### config.mk
export PLATFORM = sky130hd
export DESIGN_NAME = rr_mux_arb
export DESIGN_NICKNAME = d
export VERILOG_FILES = /design/src/rtl/rr_mux_arb.sv
export SDC_FILE = /design/constraint.sdc
export NUM_CORES = 1
export LEC_CHECK = 0
export CAP_MARGIN = 0
export CORE_MARGIN = 2
export CORE_UTILIZATION = 54
export CTS_CLUSTER_SIZE = 20
export DETAILED_ROUTE_END_ITERATION = 10
export DONT_BUFFER_PORTS = 1
export HOLD_SLACK_MARGIN = 0.06
export PLACE_DENSITY_LB_ADDON = 0.3
export SLEW_MARGIN = 20
export SYNTH_ARGS = -nofsm -noshare
export SYNTH_HDL_FRONTEND = slang
export SYNTH_SLANG_ARGS = --single-unit
### constraint.sdc
create_clock -name clk -period 2.4 [get_ports clk]
set_clock_uncertainty 0.2 [all_clocks]
set_input_delay 0.12 -clock clk [delete_from_list [all_inputs] [get_ports clk]]
set_output_delay 0.12 -clock clk [all_outputs]
set_load 0.01 [all_outputs]
### src/rtl/rr_mux_arb.sv
// rtl/rr_mux_arb.sv - N:1 stream mux with round-robin or fixed-priority grant
// and a one-entry registered output stage.
module rr_mux_arb #(
  parameter int WIDTH    = 8,
  parameter int CHANNELS = 4,
  localparam int SELW    = (CHANNELS > 1) ? $clog2(CHANNELS) : 1
) (
  input  logic                      clk,
  input  logic                      rst,
  input  logic                      mode,
  input  logic [CHANNELS*WIDTH-1:0] in_data,
  input  logic [CHANNELS-1:0]       in_valid,
  output logic [CHANNELS-1:0]       in_ready,
  output logic [WIDTH-1:0]          out_data,
  output logic [SELW-1:0]           out_sel,
  output logic                      out_valid,
  input  logic                      out_ready
);

  logic [WIDTH-1:0] data_q, data_d;
  logic [SELW-1:0]  sel_q, sel_d;
  logic             valid_q, valid_d;
  logic [SELW-1:0]  ptr_q, ptr_d;

  logic             load_en;
  logic [SELW-1:0]  start;
  logic             hi_valid, lo_valid, grant_valid;
  logic [SELW-1:0]  hi_idx, lo_idx, grant_idx;
  logic [WIDTH-1:0] grant_data;

  assign load_en = !valid_q || out_ready;

  // Rotating search split in two: lowest valid at or above the start index,
  // falling back to the lowest valid overall (the wrapped part of the ring).
  always_comb begin
    start    = mode ? '0 : ptr_q;
    hi_valid = 1'b0;
    hi_idx   = '0;
    lo_valid = 1'b0;
    lo_idx   = '0;
    for (int i = CHANNELS - 1; i >= 0; i--) begin
      if (in_valid[i]) begin
        lo_valid = 1'b1;
        lo_idx   = SELW'(i);
        if (SELW'(i) >= start) begin
          hi_valid = 1'b1;
          hi_idx   = SELW'(i);
        end
      end
    end
    grant_valid = lo_valid;
    grant_idx   = hi_valid ? hi_idx : lo_idx;
  end

  always_comb begin
    grant_data = '0;
    in_ready   = '0;
    for (int i = 0; i < CHANNELS; i++) begin
      if (grant_idx == SELW'(i)) begin
        grant_data  = in_data[i*WIDTH +: WIDTH];
        in_ready[i] = !rst && load_en && grant_valid;
      end
    end
  end

  always_comb begin
    data_d  = data_q;
    sel_d   = sel_q;
    valid_d = valid_q;
    ptr_d   = ptr_q;
    if (load_en) begin
      valid_d = grant_valid;
      if (grant_valid) begin
        data_d = grant_data;
        sel_d  = grant_idx;
        if (!mode) begin
          ptr_d = (grant_idx == SELW'(CHANNELS - 1)) ? '0 : grant_idx + SELW'(1);
        end
      end
    end
  end

  always_ff @(posedge clk) begin
    if (rst) begin
      data_q  <= '0;
      sel_q   <= '0;
      valid_q <= 1'b0;
      ptr_q   <= '0;
    end else begin
      data_q  <= data_d;
      sel_q   <= sel_d;
      valid_q <= valid_d;
      ptr_q   <= ptr_d;
    end
  end

  assign out_data  = data_q;
  assign out_sel   = sel_q;
  assign out_valid = valid_q;

endmodule
-- Word-level counts from Yosys, hierarchy flattened
Cells that the tools add are included.
- register bits: 13
- input bits: 40
- output and inout bits: 15
- logic and storage cells: 56
- $add $sub $neg: 1
- order comparisons: 4
- equality and inequality tests: 3
- mux-type cells: 35
- bitwise operators: 1
- reductions and logical operators: 8
- operator list (operator ; count):
    $mux 8 ; 4
    $mux 2 ; 15
    $mux 1 ; 16
    $eq 2x2->1 const B ; 2
    $ge 1x2->1 const A ; 2
    $ge 2x2->1 const A ; 2
    $reduce_and 3->1 ; 1
    $add 2x1->2 const B ; 1
    $eq 2x1->1 const B ; 1
    $logic_and 1x1->1 ; 2
    $logic_not 1->1 ; 2
    $logic_not 2->1 ; 1
    $reduce_and 2->1 ; 1
    $logic_or 1x1->1 ; 1
    $not 1->1 ; 1

-- Longest topological paths before layout
- depth in word-level cells: 16
- depth in mapped cells: 10
- mapped depth without buffers: 9

-- Worst setup path before layout
OpenSTA, ideal clock, no wires.
- path type: register to register
- start: register ptr_q[0]
- end: register data_q[1], in the netlist out_data[1]
- library setup time: 0.086 ns
- data arrival time: 2.240 ns
- required time: 2.114 ns
- slack: -0.125 ns
- stages on the path, launching flop included: 11
- path buffers: 1
- period minus slack after synthesis: 2.525 ns
- path through: dfxtp_1 -> nor3b_1 -> a211o_1 -> and3_4 -> or3_1 -> ha_1 -> buf_2 -> clkinv_1 -> nor2_1 -> o31a_1 -> a211oi_1
- longest elaborated chain between the ends: 16
- elaborated cells on any way between the ends: 30
- those cells by class: order compare: 4; eq/ne: 3; mux: 22; reduce/logical: 1
- ends and longest elaborated chain (element ; line ; RTL):
    start: declaration ; 23 ; logic [SELW-1:0] ptr_q, ptr_d;
    start signal: assignment ; 93 ; ptr_q <= ptr_d;
    $mux 2 (*) ; 36 ; start = mode ? '0 : ptr_q;
    $ge 2x2->1 ; 45 ; if (SELW'(i) >= start) begin
    $mux 2 or $mux 1 (tied branches) ; 45 ;
    $mux 2 or $mux 1 (tied branches) ; 42 ; if (in_valid[i]) begin
    $mux 2 or $mux 1 (tied branches) ; 45 ;
    $mux 2 or $mux 1 (tied branches) ; 42 ;
    $mux 2 or $mux 1 (tied branches) ; 45 ;
    $mux 2 or $mux 1 (tied branches) ; 42 ;
    $mux 2 or $mux 1 (tied branches) ; 45 ;
    $mux 2 or $mux 1 (tied branches) ; 42 ;
    $mux 2 (*) ; 52 ; grant_idx = hi_valid ? hi_idx : lo_idx;
    $logic_not 2->1 ; 59 ; if (grant_idx == SELW'(i)) begin
    $mux 8 (3 in series) ; 59 ;
    $mux 8 (*) ; 59 ;
    end signal: assignment ; 90 ; data_q <= data_d;
    end: declaration ; 20 ; logic [WIDTH-1:0] data_q, data_d;
Every way passes the cells marked *; elsewhere a longest branch is shown, timed or not.
A chain may end at the register's enable or synchronous reset.

-- Final worst setup path
- start: register ptr_q[0]
- end: register data_q[5], in the netlist out_data[5]
The elaborated chain is that of the path after synthesis.

==> impl_metrics.csv <==
group,metric,value,unit
logic_synthesis,ys_ff_latch,13,
run_status,status,"finished, violations left",
finish,register_area,262,sq um
logic_synthesis,ys_seq_area_frac,0.287,
worst_setup_path,slowest_delay,0.35,ns
power,p_per_area,533,nW/um^2
global_routing,grt_pass1_vias,1062,
finish,fin_area,1280,sq um
global_routing,grtUsageTotal,0.302,
logic_synthesis,synthCells,116,
cts,h-tree-depth,1,
place,gp_congestion,0.847,
timing,rsz0062_at_grt,"true",
worst_setup_path,critPathSlowestCell,"or3_4",
detailed_routing,drt-initial-drc-count,32,
cts,cts_num_sinks,13,
detailed_routing,ant_nets,0,
worst_setup_path,cp-start-kind,"register",
detailed_routing,wl_per_cell,19.2,microns
timing,tightest_slew,0.881,ns
timing,fmax,0.404,GHz
detailed_routing,drt_pass1_iterations,5,
timing,fin_crit_sh,1.03,
detailed_routing,vias,1018,
worst_setup_path,arrival,2.39,ns
worst_setup_path,required,2.31,ns
worst_setup_path,crit_chain,"nor3b_1 -> a211o_1 -> and3_4 -> or3_4 -> ha_4 -> and2b_4 -> a221oi_2 -> o31a_1 -> a211oi_1",
finish,drive_gt1_frac,0.223,
logic_synthesis,ys_async_sr_fraction,0,
logic_synthesis,synth_edf_count,0,
global_routing,grt_max_degree,17,
cts,cts_buffers,3,
timing,final_max_slew_viol_count,0,
floorplan,io_pins,55,
floorplan,fp.dieW,45.0,microns
timing,finalSetupTns,-0.307,ns
logic_synthesis,ys_types,35,
power,leakage,0.486,nW
logic_synthesis,synthFlopType,"dfxtp_1",
detailed_routing,viasPerCell,6.57,
power,power_switching,0.000235,W
power,swShare,0.346,
logic_synthesis,synth_area_per_cell,7.82,sq um
cts,clk_latency,0.28,ns
cts,clock_path_buffers,2,
place,portBuffers,0,
worst_setup_path,worstPathMaxFanout,7,
logic_synthesis,yosys_warnings,0,
power,irDropWorstVdd,0.508,mV
global_routing,grt-ovfl-total,0,
finish,n_antenna_cell,0,
cts,cts_tree,"done",
power,p_comb_frac,0.403,
finish,multi_input_area,699,sq um
timing,hold_viol,0,
timing,setup_ws,-0.0741,ns
floorplan,coreArea,1540,sq um
power,seq_power_share,0.397,
timing,period_needed,2.47,ns
global_routing,grt_pass1_wl,4420,microns
place,dp_hpwl,1820,microns
detailed_routing,drt_drc_violations_left,0,
detailed_routing,wirelength,2980,microns
timing,finalSetupViolations,8,
worst_setup_path,endpoint_kind,"register",
power,pwr-share-clk,0.201,
floorplan,fp.dieH,45.0,microns
power,intPower,0.000445,W
run,cap_violations,0,
timing,relSlewSlack,0.411,
finish,num-fill-cells,89,
finish,final_nets,184,
floorplan,start_util,0.588,
cts,root_buffer,"clkbuf_4",
worst_hold_path,min_path_type,"in2reg",
cts,clkTransAtPathRegs,0.09,ns
floorplan,row_count,14,
logic_synthesis,synth_area,907,sq um
run_status,violations,"setup timing",
worst_setup_path,path_class,"reg2reg",
logic_synthesis,synth_nets,160,
place,dpl-instance-area,1000,sq um
global_routing,antenna_found_initial,0,
finish,syn2layout_area_growth,40.8,%
floorplan,die-area,2020,sq um
-- timing repair --
action	in CTS	in global routing
setup buffers	0	1
hold buffers	19	0
endpoints found under the setup margin	9	10
endpoints found under the hold margin	13	0
resized for setup	3	9
pin swaps	2	0
-- placed cells by master, fill, tap and decap left out, types with 2 or more instances in the layout --
cell type,count
nand3b_1,4
dlygate4sd3_1,19
nor2b_1,2
buf_6,2
a21oi_1,3
a221oi_2,7
and2_1,2
ha_4,2
or3_1,2
inv_1,5
nor2_1,20
nand2_1,10
clkbuf_4,3
nand2b_1,2
o31a_1,7
buf_4,4
dfxtp_1,12
a211oi_1,7
o21ai_0,2
-- critical path: cells and delay by family, from the launching register on --
kind,cells,cell delay [ns]
AOI/OAI and AO/OA,4,0.72
DFF,1,0.33
and+or+nand+nor,4,0.87
adders and majority gates,1,0.17
-- logic make-up (layout without fill, tap and decap cells) --
family	Yosys count	in the layout	synth area share
AOI/OAI and AO/OA	34	34	0.294
adders and majority gates	4	4	0.0552
buffers and inverters	12	35	0.0607
DFF	13	13	0.287
muxes	1	1	0.0110
and+or+nand+nor	52	52	0.292
-- power by group through the flow --
stage	combinational, W	clock [W]	sequential, W
6_report	0.000274	0.000136	0.000270
5_1_grt	0.000294	0.000153	0.000274
4_1_cts	0.000246	0.000137	0.000269
3_5_place_dp	0.000212	0	0.000274
3_3_place_gp	0.000203	0	0.000274
2_1_floorplan	0.000176	0	0.000270
-- registers in the layout (all words and copies together), names as in the netlist --
signal / flops
out_data: 8
out_sel: 2
ptr_q: 2
out_valid: 1
-- final timing paths --
kind / slack, ns / from / to / depth (start not counted)
setup / recovery: -0.07 / ptr_q[0] / out_data[5] / 9
hold / removal: 0.06 / in_valid[3] / out_sel[1] / 3
setup reg to reg: -0.07 / ptr_q[0] / out_data[5] / 9
hold reg to reg: 0.35 / out_data[0] / out_data[0] / 2
-- stage by stage --
stage	setup slack, ns	hold WS [ns]	cells	power [W]	util
after floorplan	0.0376	0.0808	116	0.000446	-
after global placement	-0.0942	-0.00715	131	0.000477	0.650
after detailed placement	-0.109	-0.00352	131	0.000486	0.650
after CTS	-0.0301	0.0642	154	0.000652	0.796
after global routing	-0.148	0.0918	155	0.000720	0.829
final	-0.0741	0.0559	155	0.000680	0.829
-- area by class of cell --
class	instances	share of cell area
tap	16	0.0157
sequential	13	0.205
timing repair buffer	25	0.190
clock buffer	4	0.0206
inverter	6	0.0215
multi-input combinational	91	0.548
-- synthesized netlist by cell type, types with 3 or more instances --
cell / count / area [sq um]
a211oi_1: 8 / 60.1
a21oi_1: 4 / 20.0
a221oi_1: 7 / 61.3
and2_1: 3 / 18.8
dfxtp_1: 13 / 260
ha_1: 4 / 50.1
inv_1: 5 / 18.8
nand2_1: 10 / 37.5
nand3b_1: 4 / 30.0
nor2_1: 20 / 75.1
o31a_1: 7 / 61.3
or3_1: 3 / 18.8
-- layer usage --
| layer | track usage | share of wire |
|---|---|---|
| met1 | 0.277 | 0.34 |
| met2 | 0.591 | 0.55 |
| met3 | 0.0800 | 0.069 |
| met4 | 0.153 | 0.039 |
| met5 | 0 | 0 |
Note: power is estimated with default switching activity, not from simulation.
